**src/rtl/cardinal_ring_router.sv**
```systemverilog
// Three-port (cw/ccw/PE) ring router; polarity time-multiplexes even/odd VCs over one-entry buffers.
// Capture to send is 2 cycles without contention; a full buffer holds ri=0 / so=1 until drained, nothing is dropped.
module cardinal_ring_router #(
    parameter int DATA_W = 64
) (
    input  logic              clk,
    input  logic              reset,
    output logic              polarity,
    input  logic              cwsi,
    input  logic              ccwsi,
    input  logic              pesi,
    output logic              cwri,
    output logic              ccwri,
    output logic              peri,
    input  logic [0:DATA_W-1] cwdi,
    input  logic [0:DATA_W-1] ccwdi,
    input  logic [0:DATA_W-1] pedi,
    output logic              cwso,
    output logic              ccwso,
    output logic              peso,
    input  logic              cwro,
    input  logic              ccwro,
    input  logic              pero,
    output logic [0:DATA_W-1] cwdo,
    output logic [0:DATA_W-1] ccwdo,
    output logic [0:DATA_W-1] pedo
);
    localparam int NP = 3;
    typedef logic [0:DATA_W-1] pkt_t;

    // Per output: requester A (ring input, favoured after reset) and requester B.
    localparam logic [1:0] SRC_A [NP] = '{2'd0, 2'd1, 2'd0};
    localparam logic [1:0] SRC_B [NP] = '{2'd2, 2'd2, 2'd1};

    logic          pol_q, pol_d;
    logic          ivc;
    logic [1:0]    in_vld_q  [NP];
    logic [1:0]    in_vld_d  [NP];
    pkt_t          in_dat_q  [NP][2];
    pkt_t          in_dat_d  [NP][2];
    logic [1:0]    out_vld_q [NP];
    logic [1:0]    out_vld_d [NP];
    pkt_t          out_dat_q [NP][2];
    pkt_t          out_dat_d [NP][2];
    logic [1:0]    ptr_q     [NP];
    logic [1:0]    ptr_d     [NP];

    logic [NP-1:0] si, ro, ri, so;
    logic [NP-1:0] req_a, req_b, gnt_a, gnt_b;
    logic [NP-1:0] dst_oh [NP];
    pkt_t          di     [NP];
    pkt_t          dout   [NP];
    pkt_t          fwd    [NP];

    assign si    = {pesi, ccwsi, cwsi};
    assign ro    = {pero, ccwro, cwro};
    assign di[0] = cwdi;
    assign di[1] = ccwdi;
    assign di[2] = pedi;
    assign ivc   = ~pol_q;

    assign polarity = pol_q;
    assign {peri, ccwri, cwri} = ri;
    assign {peso, ccwso, cwso} = so;
    assign cwdo  = dout[0];
    assign ccwdo = dout[1];
    assign pedo  = dout[2];

    always_comb begin
        for (int x = 0; x < NP; x++) begin
            ri[x]   = ~in_vld_q[x][pol_q];
            so[x]   = out_vld_q[x][pol_q];
            dout[x] = so[x] ? out_dat_q[x][pol_q] : '0;
        end
    end

    // Route the internal-phase VC of every input and arbitrate each output.
    always_comb begin
        for (int x = 0; x < NP; x++) begin
            fwd[x]    = in_dat_q[x][ivc];
            dst_oh[x] = '0;
            if (x == NP - 1) begin
                dst_oh[x] = fwd[x][1] ? 3'b010 : 3'b001;
            end else if (fwd[x][8:15] == 8'h00) begin
                dst_oh[x] = 3'b100;
            end else begin
                dst_oh[x][x]  = 1'b1;
                fwd[x][8:15]  = fwd[x][8:15] >> 1;
            end
        end
        for (int y = 0; y < NP; y++) begin
            req_a[y] = in_vld_q[SRC_A[y]][ivc] && dst_oh[SRC_A[y]][y];
            req_b[y] = in_vld_q[SRC_B[y]][ivc] && dst_oh[SRC_B[y]][y];
            gnt_b[y] = !out_vld_q[y][ivc] && req_b[y] && (!req_a[y] || ptr_q[y][ivc]);
            gnt_a[y] = !out_vld_q[y][ivc] && req_a[y] && !gnt_b[y];
        end
    end

    always_comb begin
        pol_d     = ~pol_q;
        in_vld_d  = in_vld_q;
        in_dat_d  = in_dat_q;
        out_vld_d = out_vld_q;
        out_dat_d = out_dat_q;
        ptr_d     = ptr_q;
        for (int x = 0; x < NP; x++) begin
            if (si[x] && ri[x]) begin
                in_vld_d[x][pol_q] = 1'b1;
                in_dat_d[x][pol_q] = di[x];
            end
            if (so[x] && ro[x]) begin
                out_vld_d[x][pol_q] = 1'b0;
            end
        end
        for (int y = 0; y < NP; y++) begin
            if (gnt_a[y] || gnt_b[y]) begin
                out_vld_d[y][ivc] = 1'b1;
                out_dat_d[y][ivc] = gnt_b[y] ? fwd[SRC_B[y]] : fwd[SRC_A[y]];
                if (gnt_b[y]) begin
                    in_vld_d[SRC_B[y]][ivc] = 1'b0;
                end else begin
                    in_vld_d[SRC_A[y]][ivc] = 1'b0;
                end
                if (req_a[y] && req_b[y]) begin
                    ptr_d[y][ivc] = ~ptr_q[y][ivc];
                end
            end
        end
    end

    always_ff @(posedge clk or negedge reset) begin
        if (!reset) begin
            pol_q <= 1'b0;
            for (int x = 0; x < NP; x++) begin
                in_vld_q[x]  <= '0;
                out_vld_q[x] <= '0;
                ptr_q[x]     <= '0;
                for (int v = 0; v < 2; v++) begin
                    in_dat_q[x][v]  <= '0;
                    out_dat_q[x][v] <= '0;
                end
            end
        end else begin
            pol_q     <= pol_d;
            in_vld_q  <= in_vld_d;
            in_dat_q  <= in_dat_d;
            out_vld_q <= out_vld_d;
            out_dat_q <= out_dat_d;
            ptr_q     <= ptr_d;
        end
    end
endmodule

```
**config.mk**
```make
export PLATFORM = sky130hd
export DESIGN_NAME = cardinal_ring_router
export DESIGN_NICKNAME = d
export VERILOG_FILES = /design/src/rtl/cardinal_ring_router.sv
export SDC_FILE = /design/constraint.sdc
export NUM_CORES = 1
export LEC_CHECK = 0
export CORE_MARGIN = 1.5
export CORE_UTILIZATION = 45
export DETAILED_ROUTE_END_ITERATION = 8
export GPL_TIMING_DRIVEN = 0
export PLACE_DENSITY = 0.71
export SETUP_SLACK_MARGIN = 0.1
export SYNTH_ARGS = -nofsm -noshare
export SYNTH_HDL_FRONTEND = slang
export SYNTH_SLANG_ARGS = --single-unit
export TNS_END_PERCENT = 10
```
**constraint.sdc**
```tcl
create_clock -name clk -period 4.5 [get_ports clk]
set_clock_uncertainty 0.05 [all_clocks]
set_input_delay 0.9 -clock clk [delete_from_list [all_inputs] [get_ports clk]]
set_output_delay 0.9 -clock clk [all_outputs]
set_load 0.05 [all_outputs]
```
; After elaboration in Yosys (flattened, before gate mapping)
; Index checks and enable logic that the tools add are counted.
[op_classes]
reduce_logical = 51
n_lt_le_gt_ge = 8
n_bitwise = 26
n_mux = 97
[ops]
columns = op, n
row1 = $mux 64, 26
row2 = $bwmux 128, 6
row3 = $demux 64 s1, 2
row4 = $mux 2, 19
row5 = $mux 1, 35
row6 = $logic_and 1x1->1, 31
row7 = $and 2x2->2, 9
row8 = $logic_not 8->1, 2
row9 = $mux 8, 2
row10 = $or 2x2->2, 6
row11 = $logic_not 1->1, 9
row12 = $mux 4, 2
row13 = $not 1->1, 7
row14 = $bwmux 2, 3
row15 = $logic_or 1x1->1, 6
row16 = $reduce_and 2->1, 3
row17 = $ge 2x2->1 const B, 2
row18 = $lt 1x2->1 const B, 2
row19 = $lt 2x1->1 const B, 2
row20 = $not 1->2, 2
row21 = $not 2->2, 2
row22 = $demux 1 s1, 2
row23 = $ge 1x1->1 const B, 2
[word_totals]
wordCells = 204
ff_bits = 787
inputBits = 200
out_inout_bits = 199

; Longest topological paths before layout
[logic_depth]
depth_word = 21
mapped_depth = 10
ltp_nobuf = 5

; Least setup slack after synthesis
; No wires, ideal clock.
[synth_timing]
path_kind = flip-flop to output port
startpoint = register pol_q, in the netlist polarity
endpoint = output port ccwri
slack_ps = 319
path_stages_with_launch = 9
n_path_buf = 7
t_arrival_ps = 3231
cell_sequence = dfrtp_1 > buf_2 > buf_2 > buf_2 > buf_2 > buf_1 > clkbuf_1 > buf_1 > mux2i_1
[synth_between]
elab_chain_len = 3
[synth_lines]
columns = item, line
row1 = "start, declared", 35  ; logic pol_q, pol_d;
row2 = "start signal, assigned", 144  ; pol_q <= pol_d;
row3 = $mux 1 (not written as such) (2 in series), 71  ; ri[x] = ~in_vld_q[x][pol_q];
row4 = $not 1->1, 71
row5 = "end, declared", 13  ; output logic ccwri,
; Every way passes these cells. The select of a mux whose other input is x is not followed.

; Worst setup path after layout
; Ends and elaborated chain as after synthesis.

==> results.cfg <==
[synthesis]
ys_seq_elements = 787
ys_async_sr_fraction_pct = 100.0
synthAdderAreaFrac_pct = 0
synth-xor-area-share_pct = 0.1446
synthCells = 2858
synth_nets = 3058
synth_top_area_share_pct = 54.20
synth-warning-count = 0
syn_area_per_cell_sq_um = 12.71
yosys.area_share.simple_pct = 7.582
yosys.cell_types.count = 52
synth_compound_area_share_pct = 6.032
ys_top_cells_by_area = dfrtp_1 (54%), mux2_2 (18%), mux2i_1 (11%)
synth_top_family_by_area = multiplexers
synth.yosys.seq_area_share_pct = 54.20
yosys.area.top_type = dfrtp_1
muxShareOfSynthArea_pct = 29.39
synth_edf_count = 0
syn_area_sq_mm = 0.03634
synth-main-ff-cell = dfrtp_1

[floorplan]
dieArea_sq_mm = 0.08247
num_rows = 104
start_util_pct = 45.26
die_y_um = 287.2
core_sq_mm = 0.08029
ios = 399
die_w_um = 287.2

[final_layout]
layout.nets = 3550
final_cell_mix = dfrtp_1 (787), mux2_2 (585), mux2i_1 (383)
syn_to_final_growth_pct = 23.36
final_common_cell = dfrtp_1
layout-drive-gt1-share_pct = 27.52

[timing]
finalSetupViolCount = 0
final_max_slew_viol_count = 0
period_share_pct = 99.40
tightest_slew_ns = 1.445
fin_ws_ns = 0.02682
period_needed_ns = 4.473
fmax_ghz = 0.2236
rsz0062_at_grt = true
finalHoldViolCount = 0
max_slew_margin_pct = 3.685

[routing]
routed_wl_um = 117500
first_iter_violations = 1966
postRouteAntennaNets = 0
routed_via_density = 5.713
wl_per_cell_um = 26.27
via_count = 25559
drt_pass1_iterations = 8
drc = 0

[place]
place_ws_ns = -1.412
gp_congestion = 0.8927
io_buffers = 398
hpwl_um = 84710

[job]
maxCapViolations = 0

[global_routing]
overflow = 0
grt_start_max_net_pins = 123
globalRouteTotalUtil_pct = 28.30
grt_pass1_wl_um = 171200
antenna_found_initial = 14
grt_pass1_vias = 26199

[setup_path]
end_kind = output port
ff2ff_path_depth = 7
arrival_ns = 3.52
critical_path_class = register to output port
startpoint = polarity
r2r_start = in_dat_q[304]
crit_path_max_fanout = 19
worstPathRequired_ns = 3.55
endpoint = ccwri
r2r_slack_ns = 0.17
worstReg2RegEnd = out_dat_q[288]
critPathLaunchType = register

[clock_network]
cts.hold.buffers_added = 0
cts_tree = done
cts-root-buf = clkbuf_16
path_clk_slew_ns = 0.06
clockBufferDepth = 3
cts_buffers = 85
insertion_delay_ns = 0.64
cts_sinks = 787
htree_levels = 3

[outcome]
outcome = completed

[power]
peakVddDrop_v = 0.0004070
power_density_mw_per_mm2 = 713.8
finalPower_mw = 32.00
p_leak_nw = 21.48

[hold_path]
worstHoldPathType = input port to async pin
-- report_power, final --
group	internal, mW	leakage [nW]	switching (mW)
registers	10.3	9.50	1.83
clock network	4.05	1.33	2.83
logic	5.30	10.7	7.69
total	19.6	21.5	12.4
-- logic make-up (layout without fill, tap and decap cells) --
group,Yosys count,after routing
flops,787,787
simple gates,578,578
xor+xnor,6,6
buf+inv,226,773
mux,994,994
compound gates,267,267
other cells,0,9
-- synth_stat cells (6+ instances only) --
library cell  instances
nor2_1              243
a32oi_1              15
buf_6                 7
a211o_1              11
nor3_1               15
buf_1                 7
nand3_1               6
o31ai_1              94
and2_1               60
mux2_2              585
and2_0               37
a211oi_1              9
nor2b_1              71
o21ai_0              18
a21oi_1               9
dfrtp_1             787
clkbuf_1            149
nand2_1             110
o21ai_1              10
and2b_1               6
buf_2                44
a221o_1              88
mux2i_1             409
inv_1                17
-- flip-flops by register name (all words and copies together), names as in the netlist --
name / flops
out_dat_q: 384
ptr_q: 6
in_dat_q: 384
polarity: 1
out_vld_q: 6
in_vld_q: 6
-- critical path: stages (launching register included) --
cell	delay, ns
dfrtp_1	0.46
buf_2	0.26
buf_4	0.22
buf_4	0.21
buf_8	0.25
clkbuf_8	0.26
buf_2	0.32
mux2i_2	0.45
clkdlybuf4s18_2	0.43
-- cell type report --
type,instances,area [sq um]
sequential,787,19690
tap,1060,1326
buffer,207,1094
multi-input combinational,1845,15810
clock buffer,122,2459
fill,6815,35460
timing repair buffer,407,4124
antenna,9,22.52
clock inverter,20,234.0
inverter,17,63.81
-- per-stage QoR --
step	utilization [%]	cells	hold slack [ns]	setup TNS, ns	area (sq um)
finish	55.83	4474	0.1327	0	44830
global route	55.83	4471	0.1384	0	44820
CTS	55.76	4464	0.1105	0	44770
detailed placement	52.13	4323	0.4149	-193.19	41850
global placement	51.87	4316	0.4078	-	41650
floorplan	-	2858	0.3948	0	36340
-- layer usage --
| metal | global-route usage [%] | routed length (um) | vias to the layer above |
|---|---|---|---|
| met3 | 5.841 | 8099 | 205 |
| met2 | 46.37 | 56370 | 915 |
| met4 | 10.95 | 4057 | 10 |
| li1 | - | - | 11209 |
| met1 | 36.86 | 48940 | 13220 |
| met5 | 0 | 54 | - |
-- worst min-delay path by stage --
stage	end	slack, ns	cells past startpoint
detailed placement	out_dat_q[321]	0.41	2
CTS	in_dat_q[59]	0.11	1
global placement	out_dat_q[355]	0.41	2
floorplan	ptr_q[4]	0.39	1
finish	in_dat_q[59]	0.13	1
global route	in_dat_q[122]	0.14	1
-- timing repair --
| action | 4_1_cts | 5_1_grt |
|---|---|---|
| buffers inserted | 1 | 0 |
| pin swaps | 0 | 0 |
| resized for setup | 541 | 21 |
| endpoints found under the setup margin | 198 | 89 |
No activity file was read; power rests on OpenSTA's default activity.
